## src/rtl/seq_detect_param.sv

```systemverilog
// Serial sequence detector: compares the last WIDTH valid bits against a
// runtime-loadable pattern, with overlap control and a saturating match count.
module seq_detect_param #(
    parameter int               WIDTH       = 8,
    parameter logic [WIDTH-1:0] DEFAULT_PAT = 8'b10011011,
    parameter int               CNT_W       = 8
) (
    input  logic             clock,
    input  logic             reset,
    input  logic             inp,
    input  logic             en,
    input  logic             overlap,
    input  logic             load,
    input  logic [WIDTH-1:0] pattern_in,
    output logic             error,
    output logic             match_op,
    output logic [CNT_W-1:0] match_count
);

    localparam int             FW   = $clog2(WIDTH + 1);
    localparam logic [FW-1:0]  FULL = FW'(WIDTH);

    logic [WIDTH-1:0] pat, pat_n;
    logic [WIDTH-1:0] hist, hist_n;
    logic [WIDTH-1:0] nh;
    logic [FW-1:0]    fill, fill_n;
    logic [FW-1:0]    nf;
    logic [CNT_W-1:0] count_n;
    logic             match_n;
    logic             error_n;
    logic             bad;
    logic             hit;

    // Only meaningful in a four-state simulation; a real pin is always 0 or 1.
    assign bad = (inp !== 1'b0) && (inp !== 1'b1);

    always_comb begin
        pat_n   = pat;
        hist_n  = hist;
        fill_n  = fill;
        count_n = match_count;
        match_n = 1'b0;
        error_n = 1'b0;
        nh      = {hist[WIDTH-2:0], inp};
        nf      = (fill == FULL) ? FULL : fill + 1'b1;
        // fill guards against the reset zeros in hist posing as received bits
        hit     = (nf == FULL) && (nh == pat);

        if (load) begin
            pat_n   = pattern_in;
            hist_n  = '0;
            fill_n  = '0;
            count_n = '0;
        end else if (en) begin
            if (bad) begin
                error_n = 1'b1;
                hist_n  = '0;
                fill_n  = '0;
            end else if (hit) begin
                match_n = 1'b1;
                if (!(&match_count)) begin
                    count_n = match_count + 1'b1;
                end
                if (overlap) begin
                    hist_n = nh;
                    fill_n = nf;
                end else begin
                    hist_n = '0;
                    fill_n = '0;
                end
            end else begin
                hist_n = nh;
                fill_n = nf;
            end
        end
    end

    always_ff @(posedge clock or posedge reset) begin
        if (reset) begin
            pat         <= DEFAULT_PAT;
            hist        <= '0;
            fill        <= '0;
            match_count <= '0;
            match_op    <= 1'b0;
            error       <= 1'b0;
        end else begin
            pat         <= pat_n;
            hist        <= hist_n;
            fill        <= fill_n;
            match_count <= count_n;
            match_op    <= match_n;
            error       <= error_n;
        end
    end

endmodule
```

## config.mk

```make
export PLATFORM = sky130hd
export DESIGN_NAME = seq_detect_param
export DESIGN_NICKNAME = d
export VERILOG_FILES = /design/src/rtl/seq_detect_param.sv
export SDC_FILE = /design/constraint.sdc
export NUM_CORES = 1
export LEC_CHECK = 0
export CAP_MARGIN = 20
export CELL_PAD_IN_SITES_DETAIL_PLACEMENT = 1
export CELL_PAD_IN_SITES_GLOBAL_PLACEMENT = 2
export CORE_ASPECT_RATIO = 1.1
export CORE_UTILIZATION = 36
export DETAILED_ROUTE_END_ITERATION = 8
export PLACE_DENSITY_LB_ADDON = 0.2
export SLEW_MARGIN = 20
export SYNTH_ARGS = -nofsm -noshare
export SYNTH_HDL_FRONTEND = slang
export SYNTH_SLANG_ARGS = --single-unit
```

## constraint.sdc

```tcl
create_clock -name clock -period 6.01 [get_ports clock]
set_input_delay 1.5025 -clock clock [delete_from_list [all_inputs] [get_ports clock]]
set_output_delay 1.5025 -clock clock [all_outputs]
set_load 0.02 [all_outputs]
```

==> Yosys cells after proc, flatten, opt, wreduce, memory -nomap -nowiden <==
Index checks and enable logic that the tools add are counted.
{ "op_classes": {"reduce_logical": 6, "n_eq_ne": 7, "addsub": 2, "mux": 23} }
{ "op_table": {"columns": ["cell", "count"], "rows": [
  ["2-to-1 mux 8 bit", 5],
  ["2-to-1 mux 7 bit", 5],
  ["2-to-1 mux 4 bit", 6],
  ["adder 8 x 1 -> 8 bit (second input constant)", 1],
  ["equality test 4 bit (second input constant)", 2],
  ["equality test 8 bit", 1],
  ["AND reduction 8 bit", 1],
  ["2-to-1 mux 1 bit", 7],
  ["adder 4 x 1 -> 4 bit (second input constant)", 1],
  ["inequality test 2 bit (second input constant)", 2],
  ["AND reduction 4 bit", 1],
  ["nonzero test 2 bit", 2],
  ["logical AND 1 bit", 2],
  ["case inequality test 1 bit (second input constant)", 2]
]} }
{ "word_totals": {"in_bits": 14, "register_bits": 29, "out_inout_bits": 10, "word_cells": 44} }

==> Longest topological paths before layout <==
Gate-level depths: netlist of the first run.
{ "logic_depth": {"ltp_word": 8, "depth_mapped": 8, "ltp_nobuf": 7} }

==> Least setup slack after synthesis of the first run <==
Ideal clock, no wire load.
{ "synth_timing": {"path_type": "in2reg", "startpoint": "input port inp", "endpoint": "register match_count[7]", "setup_time_ps": 125, "arrival_ps": 2819, "path_buffers": 1, "setup_slack_ps": 3066, "required_ps": 5885, "path_stages": 5, "path_cell_list": "xor2_1 > or3_1 > clkbuf_1 > nor4_1 > mux2_2"} }
{ "synth_between": {"elab_chain_len": 4, "elab_cells_between_ends": 8, "cone_classes": "eq/ne (4); reduce/logical (4)"} }
{ "synth_rtl": {"columns": ["item", "line_no", "text"], "rows": [
  ["start, declared", "10", "input logic inp,"],
  ["equality test 8 bit / case inequality test 1 bit (equally long branches)", "47, 35", null],
  ["logical AND 1 bit (on tied branches)", "47, 35", null],
  ["nonzero test 2 bit (no source line) / inequality test 2 bit (equally long branches)", null, null],
  ["AND reduction 4 bit (no source line) (*)", null, null],
  ["end signal, assigned", "90", "match_count <= count_n;"],
  ["end, declared", "17", "output logic [CNT_W-1:0] match_count"]
]} }
Mark *: on every way between the ends. The rest lies on a longest branch, timed or not.
A chain may end at the register's enable or synchronous reset.

==> Final worst setup path of the first run <==
{ "layout_timing": {"startpoint": "input port en", "endpoint": "register match_count[5]"} }
{ "layout_between": {"elab_chain_len": 2} }
{ "layout_rtl": {"columns": ["item", "line_no", "text"], "rows": [
  ["start, declared", "11", "input logic en,"],
  ["nonzero test 2 bit (no source line)", null, null],
  ["AND reduction 4 bit (no source line)", null, null]
]} }
No other way between the ends.

==> impl_metrics.tcl, run 1 <==
set metrics [dict create \
    outcome "complete, no violations" \
    sw_frac_of_total 0.2385 \
    power_switching_mw 0.08326 \
    fmax_mhz 273.9 \
    yosysSeqAreaShare 0.4764 \
    vias 1165 \
    slowest_delay_ns 0.84 \
    drtPass1Iterations 4 \
    worst-path-max-fanout 16 \
    yosysTopAreaCell "dfrtp_1" \
    yosysWarnings 0 \
    grt_max_degree 29 \
    finalHoldViolCount 0 \
    avgViaCountPerCell 5.444 \
    tightest_slew_ns 0.8973 \
    power_density_nw_per_um2 196.9 \
    cp.required_ns 6.20 \
    fin_tns_setup_ns 0 \
    startpoint_type "primary input" \
    pin_count 24 \
    finalSetupViolCount 0 \
    crit_path_end_kind "flip-flop" \
    drive_gt1_frac 0.1358 \
    syn2layout_area_growth_pct 19.48 \
    antenna_found_initial 0 \
    htreeDepth 1 \
    wire_per_inst_um 15.29 \
    fin_nets 180 \
    clkLatencyLatePin_ns 0.27 \
    syn_area_per_cell_um2 10.31 \
    p_comb_frac 0.115 \
    place.gp.congestion 0.7597 \
    worstSetupPathType "in -> reg" \
    ctsResizeCount 0 \
    drc_errors 0 \
    multiInputGateArea_um2 705.7 \
    utilization 0.4473 \
    postCtsSetupBuffers 0 \
    reg2reg_slack_ns 3.78 \
    internal-power_mw 0.2659 \
    ant_nets 0 \
    io_buffers 22 \
    track_usage 0.1670 \
    rows 24 \
    clock_tree.root_cell "clkbuf_8" \
    syn_inst 144 \
    synthTopCellsByArea "dfrtp_1 (39%), dfstp_2 (8.9%), mux2_2 (8.3%)" \
    rsz0062_at_grt "no" \
    num-fill-cells 454 \
    die_x_um 63.22 \
    period_share 0.6075 \
    initial_core_util 0.3744 \
    worstHoldPathType "reg -> reg" \
    clk_pin_slew_ns 0.10 \
    slew_viol_final 0 \
    synth.distinct_cells 41 \
    dr.first_iter.drc_count 44 \
    grt_pass1_vias 1214 \
    regArea_um2 706.9 \
    p_leak_nw 0.6789 \
    die_h_um 69.34 \
    fin_skew_ns 0.008188 \
    fin_crit_ns 3.651 \
    cp.arrival_ns 3.84 \
    drv_cap 0 \
    design.core.area_um2 3964 \
    clock-sinks 28 \
    die_area_um2 4383 \
    pwr-share-clk 0.301 \
    cts_tree "built" \
    netlist_area_um2 1484 \
    ctsHoldBuffers 0 \
    clockBufferDepth 2 \
    slowest_stage "clkdlybuf4s50_1" \
    grt_pass1_wl_mm 5.823 \
    cts_buffers 3 \
    hpwl_mm 2.316 \
    synth_top_area_frac 0.3879 \
    vdd_ir_drop_max_v 0.0001052 \
    post_dp_cell_area_um2 1728 \
    synth-seq-cells 28 \
    crit_chain "clkdlybuf4s50_1 -> clkinv_1 -> a41oi_1 -> nand4_1 -> or4_1 -> a21oi_1" \
    wirelength_mm 3.271 \
    pwr-share-seq 0.584 \
    grt-ovfl-total 0 \
    finish.instance_area_um2 1773 \
    synth.net_count 161 \
    antenna_cells 0 \
    max_slew_margin 0.3999 \
]
==> layout make-up <==
| class | count | share of cell area |
|---|---|---|
| Clock buffer | 4 | 0.02541 |
| Multi-Input combinational cell | 100 | 0.3980 |
| Tap cell | 52 | 0.03670 |
| Inverter | 8 | 0.01694 |
| Timing Repair Buffer | 22 | 0.1242 |
| Sequential cell | 28 | 0.3987 |
==> per-layer routing <==
layer,routed length (um),share of wire,vias up,track usage
li1,-,-,552,-
met1,1421,0.43,582,0.2204
met2,1724,0.53,27,0.2808
met3,91,0.028,4,0.01974
met4,34,0.010,0,0.05808
met5,0,0,-,0
==> sequential cells by signal (all words and copies together) (netlist names) <==
| register | flops |
|---|---|
| fill | 4 |
| pat | 8 |
| match_count | 8 |
| match_op | 1 |
| hist | 7 |
==> cell usage in the layout (no fill, tap or decap), types with 3 or more instances in the layout <==
cell and instances:
dfrtp_1 23, clkdlybuf4s50_1 22, nand2_1 12, mux2_2 11
nand3_1 10, xnor2_1 8, nor2_1 8, inv_1 6
o31ai_1 5, dfstp_2 5, nand4_1 4, nor3_1 4
a21oi_1 3, o22ai_1 3, ha_1 3, clkbuf_8 3
==> through the flow <==
step | cells | hold slack [ns] | setup WS [ns] | total power, mW
2_1_floorplan | 144 | 0.5022 | 3.066 | 0.2331
3_3_place_gp | 210 | 0.5187 | 2.127 | 0.2477
3_5_place_dp | 210 | 0.5210 | 2.086 | 0.2489
4_1_cts | 214 | 0.5444 | 2.382 | 0.3546
5_1_grt | 214 | 0.5742 | 2.175 | 0.3674
6_report | 214 | 0.5371 | 2.359 | 0.3491
==> power by group through the flow <==
stage | Combinational [mW] | Clock [mW] | Sequential [mW]
final | 0.0402 | 0.105 | 0.204
after global routing | 0.0454 | 0.117 | 0.205
after CTS | 0.0414 | 0.109 | 0.204
after detailed placement | 0.0413 | 0 | 0.208
after global placement | 0.0404 | 0 | 0.207
after floorplan | 0.0271 | 0 | 0.206
==> logic make-up (layout without fill, tap and decap cells) <==
kind of cell | after synthesis | count (layout) | share of synthesized area
buf+inv | 16 | 34 | 0.04806
compound gates | 23 | 23 | 0.1172
fa+ha+maj | 3 | 3 | 0.02530
mux | 13 | 13 | 0.09697
simple gates | 50 | 50 | 0.1745
xor+xnor | 10 | 10 | 0.05903
other cells | 1 | 1 | 0.002527
flops | 28 | 28 | 0.4764
==> worst paths after layout <==
path | startpoint | endpoint | cells past startpoint
worst max register to register | fill[0] | match_count[0] | 5
min in group asynchronous | reset | hist[4] | 2
max in group asynchronous | reset | fill[2] | 2
worst min-delay path | pat[5] | pat[5] | 1
worst min register to register | pat[5] | pat[5] | 1
worst max-delay path | en | match_count[5] | 6
==> Yosys cell counts, drive strengths merged <==
cell,number
dfrtp,23
nand2,12
mux2,11
nand3,10
nor2,8
xnor2,8
inv,7
clkbuf,5
dfstp,5
nor3,5
o31ai,5
nand4,4
a21oi,3
buf,3
ha,3
o22ai,3
or3,3
mux2i,2
nor2b,2
nor4,2
o31a,2
o32ai,2
xor2,2
a2bb2oi,1
a311o,1
a311oi,1
a41o,1
a41oi,1
and3,1
and4,1
clkinv,1
conb,1
nor3b,1
o21a,1
o21ai,1
o311ai,1
or4,1
==> critical path, delay by kind of cell <==
family / cells / cell delay [ns]
buf+inv: 2 / 1.26
simple gates: 2 / 0.57
compound gates: 2 / 0.50
Power figures use the tool's default switching activity.
==> run 2: changes to the inputs <==
--- a/config.mk
+++ b/config.mk
@@ -9,7 +9,7 @@
 export CELL_PAD_IN_SITES_DETAIL_PLACEMENT = 1
 export CELL_PAD_IN_SITES_GLOBAL_PLACEMENT = 2
 export CORE_ASPECT_RATIO = 1.1
-export CORE_UTILIZATION = 36
+export CORE_UTILIZATION = 33
 export DETAILED_ROUTE_END_ITERATION = 8
 export PLACE_DENSITY_LB_ADDON = 0.2
 export SLEW_MARGIN = 20
==> constraint.sdc (replaced) <==
create_clock -name clock -period 3.7 [get_ports clock]
set_input_delay 0.925 -clock clock [delete_from_list [all_inputs] [get_ports clock]]
set_output_delay 0.925 -clock clock [all_outputs]
set_load 0.02 [all_outputs]
==> run 2 against run 1 <==
Against the previous run: wire length increased by 1.9%; first-iteration DRC count increased by 57%; total power grew 84%; hold slack improved by 0.0036 ns; flip-flop and latch count unchanged; via count increased by 0.34%; clock power is 130% higher; register-to-register slack got worse by 2.3 ns; core utilization is 2.5 points lower; setup slack got worse by 1.3 ns; non-clock buffer count grew 3; critical path type unchanged; critical endpoint is now match_count[7].
==> impl_metrics.tcl, run 2 (synthesis gave the netlist of run 1 again) <==
set metrics [dict create \
    wirelength_mm 3.333 \
    drc_errors 0 \
    fin_tns_setup_ns 0 \
    hpwl_mm 2.418 \
    final_cell_mix "dfrtp_1 (23), clkdlybuf4s50_1 (22), nand2_1 (12)" \
    die_x_um 65.94 \
    period_share 0.7159 \
    cts_buffers 3 \
    tightest_slew_ns 0.5119 \
    worstHoldPathType "reg -> reg" \
    crit_chain "clkdlybuf4s50_1 -> xor2_1 -> or3_1 -> nor4_1 -> mux2_2" \
    pin_count 24 \
    place_ws_ns 0.7369 \
    num-fill-cells 491 \
    regArea_um2 706.9 \
    antenna_found_initial 0 \
    grt_pass1_wl_mm 5.651 \
    clock_tree.root_cell "clkbuf_8" \
    rsz0062_at_grt "no" \
    slew_viol_final 0 \
    die_h_um 72.33 \
    power_density_nw_per_um2 351.2 \
    fin_skew_ns 0.002503 \
    clk_pin_slew_ns 0.09 \
    htreeDepth 1 \
    ctsResizeCount 0 \
    avgViaCountPerCell 5.338 \
    initial_core_util 0.3438 \
    cp.arrival_ns 2.82 \
    total_power_mw 0.6407 \
    finish.instance_area_um2 1824 \
    clockBufferDepth 2 \
    slowest_delay_ns 0.54 \
    drive_gt1_frac 0.1515 \
    post-route-worst-setup-slack_ns 1.051 \
    postCtsSetupBuffers 0 \
    track_usage 0.1567 \
    post_dp_cell_area_um2 1753 \
    antenna_cells 0 \
    place.gp.congestion 0.8047 \
    syn2layout_area_growth_pct 22.93 \
    fmax_mhz 377.5 \
    finalSetupViolCount 0 \
    slowest_stage "or3_1" \
    vdd_ir_drop_max_v 0.0001443 \
    io_buffers 22 \
    die_area_um2 4769 \
    rows 25 \
    vias 1169 \
    drv_cap 0 \
    finalHoldViolCount 0 \
    top_regs "match_count: 8 flops, pat: 8 flops, hist: 7 flops" \
    cp.required_ns 3.87 \
    wire_per_inst_um 15.22 \
    dr.first_iter.drc_count 69 \
    fin_crit_ns 2.649 \
    crit_path_end_kind "flip-flop" \
    ctsHoldBuffers 0 \
    worst-path-max-fanout 13 \
    design.core.area_um2 4317 \
    ant_nets 0 \
    clock-sinks 28 \
    grt_max_degree 29 \
    startpoint_type "primary input" \
    multiInputGateArea_um2 705.7 \
    outcome "complete, no violations" \
    grt-ovfl-total 0 \
    layout_commonest_cell "dfrtp_1" \
    drtPass1Iterations 4 \
    cts_tree "built" \
    max_slew_margin 0.6569 \
    p_leak_nw 0.7073 \
    worstSetupPathType "in -> reg" \
    grt_pass1_vias 1172 \
    fin_nets 183 \
    clkLatencyLatePin_ns 0.27 \
]
## run 2: changes by cell type in the layout (fill, tap and decap cells not counted)
cell       delta
bufinv_16     +1
inv_2         -1
buf_4         +3
inv_1         +1
clkbuf_1      -1
## run 2: area by class of cell
class                           count  share of cell area
Inverter                            8             0.01646
Clock buffer                        3             0.02263
Timing Repair Buffer               25              0.1331
Tap cell                           54             0.03704
Clock inverter                      1             0.01646
Sequential cell                    28              0.3875
Multi-Input combinational cell    100              0.3868
## run 2: critical path: cells and delay by family
| kind | cells | cell delay (ns) |
|---|---|---|
| simple gates | 2 | 0.92 |
| mux | 1 | 0.37 |
| xor+xnor | 1 | 0.15 |
| buf+inv | 1 | 0.44 |
## run 2: worst paths after layout
kind / startpoint / to / slack (ns) / cells after the start
setup / recovery: inp / match_count[7] / 1.05 / 5
hold / removal: pat[2] / pat[2] / 0.54 / 1
min in group asynchronous: reset / fill[1] / 1.03 / 3
hold reg to reg: pat[2] / pat[2] / 0.54 / 1
max in group asynchronous: reset / pat[7] / 2.36 / 3
setup reg to reg: fill[0] / match_count[7] / 1.44 / 5
## run 2: metal layers
layer,part of all wire,track usage,vias up
li1,-,-,562
met3,0.033,0.02830,4
met5,0,0,-
met1,0.45,0.2004,580
met2,0.50,0.2664,23
met4,0.013,0.04965,0
## run 2: report_power, final
| group | internal, mW | switching, mW |
|---|---|---|
| clock network | 0.145 | 0.0963 |
| logic | 0.0348 | 0.0335 |
| registers | 0.322 | 0.00946 |
## run 2: per-stage QoR
| step | utilization | hold WS [ns] | cells |
|---|---|---|---|
| floorplan | - | 0.5022 | 144 |
| global placement | 0.4061 | 0.5147 | 215 |
| detailed placement | 0.4061 | 0.5290 | 215 |
| CTS | 0.4226 | 0.5522 | 219 |
| global route | 0.4226 | 0.5709 | 219 |
| finish | 0.4226 | 0.5407 | 219 |
==> run 3: changes to the inputs <==
--- a/config.mk
+++ b/config.mk
@@ -9,7 +9,7 @@
 export CELL_PAD_IN_SITES_DETAIL_PLACEMENT = 1
 export CELL_PAD_IN_SITES_GLOBAL_PLACEMENT = 2
 export CORE_ASPECT_RATIO = 1.1
-export CORE_UTILIZATION = 33
+export CORE_UTILIZATION = 30
 export DETAILED_ROUTE_END_ITERATION = 8
 export PLACE_DENSITY_LB_ADDON = 0.2
 export SLEW_MARGIN = 20
==> constraint.sdc (replaced) <==
create_clock -name clock -period 2.2 [get_ports clock]
set_input_delay 0.55 -clock clock [delete_from_list [all_inputs] [get_ports clock]]
set_output_delay 0.55 -clock clock [all_outputs]
set_load 0.02 [all_outputs]
==> run 3 against run 2 <==
Against the previous run: setup slack lost 0.92 ns; clock power grew 20%; die area grew 9.7%; critical path type unchanged; largest power group unchanged.
==> impl_metrics.tcl, run 3 (synthesis gave the netlist of run 1 again) <==
set metrics [dict create \
    worstPathBufferInverterCount 2 \
    fin_skew_ns 0.007496 \
    worstSetupEndpoint "match_count[2]" \
    drv_cap 0 \
    rows 26 \
    pin_count 24 \
    die_h_um 75.77 \
    utilization 0.4038 \
    finalHoldViolCount 0 \
    htreeDepth 1 \
    worstHoldPathType "reg -> reg" \
    fmax_mhz 484.2 \
    initial_core_util 0.3168 \
    grt_max_degree 29 \
    clockBufferDepth 2 \
    place.gp.congestion 0.8087 \
    r2r-end "match_count[3]" \
    max_slew_margin 0.6624 \
    startpoint "inp" \
    cts_buffers 3 \
    dr.first_iter.drc_count 54 \
    antenna_found_initial 0 \
    slew_viol_final 0 \
    antenna_cells 0 \
    drive_gt1_frac 0.2114 \
    slowest_delay_ns 0.44 \
    io_buffers 22 \
    clock-sinks 28 \
    fin_nets 193 \
    num-fill-cells 542 \
    design.core.area_um2 4684 \
    hold_depth 1 \
    vias 1196 \
    clock_tree.root_cell "clkbuf_8" \
    multiInputGateArea_um2 721.9 \
    cts_tree "built" \
    top_regs "match_count: 8 flops, pat: 8 flops, hist: 7 flops" \
    p_leak_nw 0.7431 \
    hpwl_mm 2.516 \
    drtPass1Iterations 4 \
    worstSetupPathType "in -> reg" \
    dp_cells 227 \
    layout_commonest_cell "dfrtp_1" \
    cp.depth 6 \
    reg2regPathDepth 6 \
    reg2reg_slack_ns 0.14 \
    avgViaCountPerCell 5.177 \
    worstReg2RegStart "fill[1]" \
    ant_nets 0 \
    die_x_um 69.06 \
    fin_crit_ns 2.065 \
    whs_ns 0.5364 \
    tightest_slew_ns 0.5058 \
    track_usage 0.1422 \
    crit_family "buffers and inverters" \
    finalSetupViolCount 0 \
    cp.required_ns 2.35 \
    power_density_nw_per_um2 514.0 \
    slowest_stage "clkdlybuf4s50_1" \
    vdd_ir_drop_max_v 0.0002555 \
    cp.arrival_ns 2.22 \
    crit_chain "clkdlybuf4s50_1 -> xor2_1 -> or3_4 -> buf_4 -> o311ai_0 -> o31ai_1" \
    grt_pass1_wl_mm 5.740 \
    regArea_um2 706.9 \
    die_area_um2 5232 \
    worst-path-max-fanout 10 \
    clkLatencyLatePin_ns 0.28 \
    startpoint_type "primary input" \
    grt_pass1_vias 1182 \
    period_share 0.9387 \
    drc_errors 0 \
    postCtsSetupBuffers 0 \
    finish.instance_area_um2 1892 \
    wire_per_inst_um 15.07 \
    fin_cells 231 \
    crit_path_end_kind "flip-flop" \
    final_cell_mix "dfrtp_1 (23), clkdlybuf4s50_1 (22), buf_4 (13)" \
    grt-ovfl-total 0 \
    ctsHoldBuffers 0 \
    wirelength_mm 3.482 \
    post_dp_cell_area_um2 1831 \
    clk_pin_slew_ns 0.10 \
    syn2layout_area_growth_pct 27.49 \
    fin_tns_setup_ns 0 \
    outcome "complete, no violations" \
]
[run 3: how the worst min path moves through the flow]
stage                     startpoint      to  slack (ns)
after global routing          pat[5]  pat[5]        0.55
final                         pat[5]  pat[5]        0.54
after CTS                     pat[5]  pat[5]        0.54
after detailed placement      pat[5]  pat[5]        0.52
after global placement        pat[2]  pat[2]        0.52
after floorplan               pat[2]  pat[2]        0.50
[run 3: timing repair]
item,in CTS,in global routing
setup endpoints to repair,0,3
endpoints found under the hold margin,0,0
gates resized for setup,0,3
[run 3: cell type report]
type                            count  share of cell area
Inverter                            8             0.01587
Timing Repair Buffer               35              0.1680
Tap cell                           56             0.03704
Multi-Input combinational cell    100              0.3816
Sequential cell                    28              0.3737
Clock buffer                        4             0.02381
[run 3: per-stage QoR]
step	power [mW]	worst slack, ns
after floorplan	0.6368	0.08490
after CTS	0.9946	0.01919
after detailed placement	0.6942	-0.2906
final	0.9723	0.1348
after global placement	0.6910	-0.2513
after global routing	1.025	-0.00007505
[run 3: power breakdown]
group	internal, mW	leakage (nW)	switching (mW)	total [mW]
logic	0.0668	0.356	0.0600	0.127
clock network	0.130	0.0228	0.160	0.290
registers	0.541	0.365	0.0144	0.556
[run 3: per-layer routing]
layer  vias to the layer above  track usage  wire, um  part of all wire
met4                         0      0.06122        48             0.014
met5                         -            0         0                 0
met1                       596       0.1772      1610              0.46
li1                        579            -         -                 -
met3                         4      0.02249        86             0.025
met2                        17       0.2492      1737              0.50
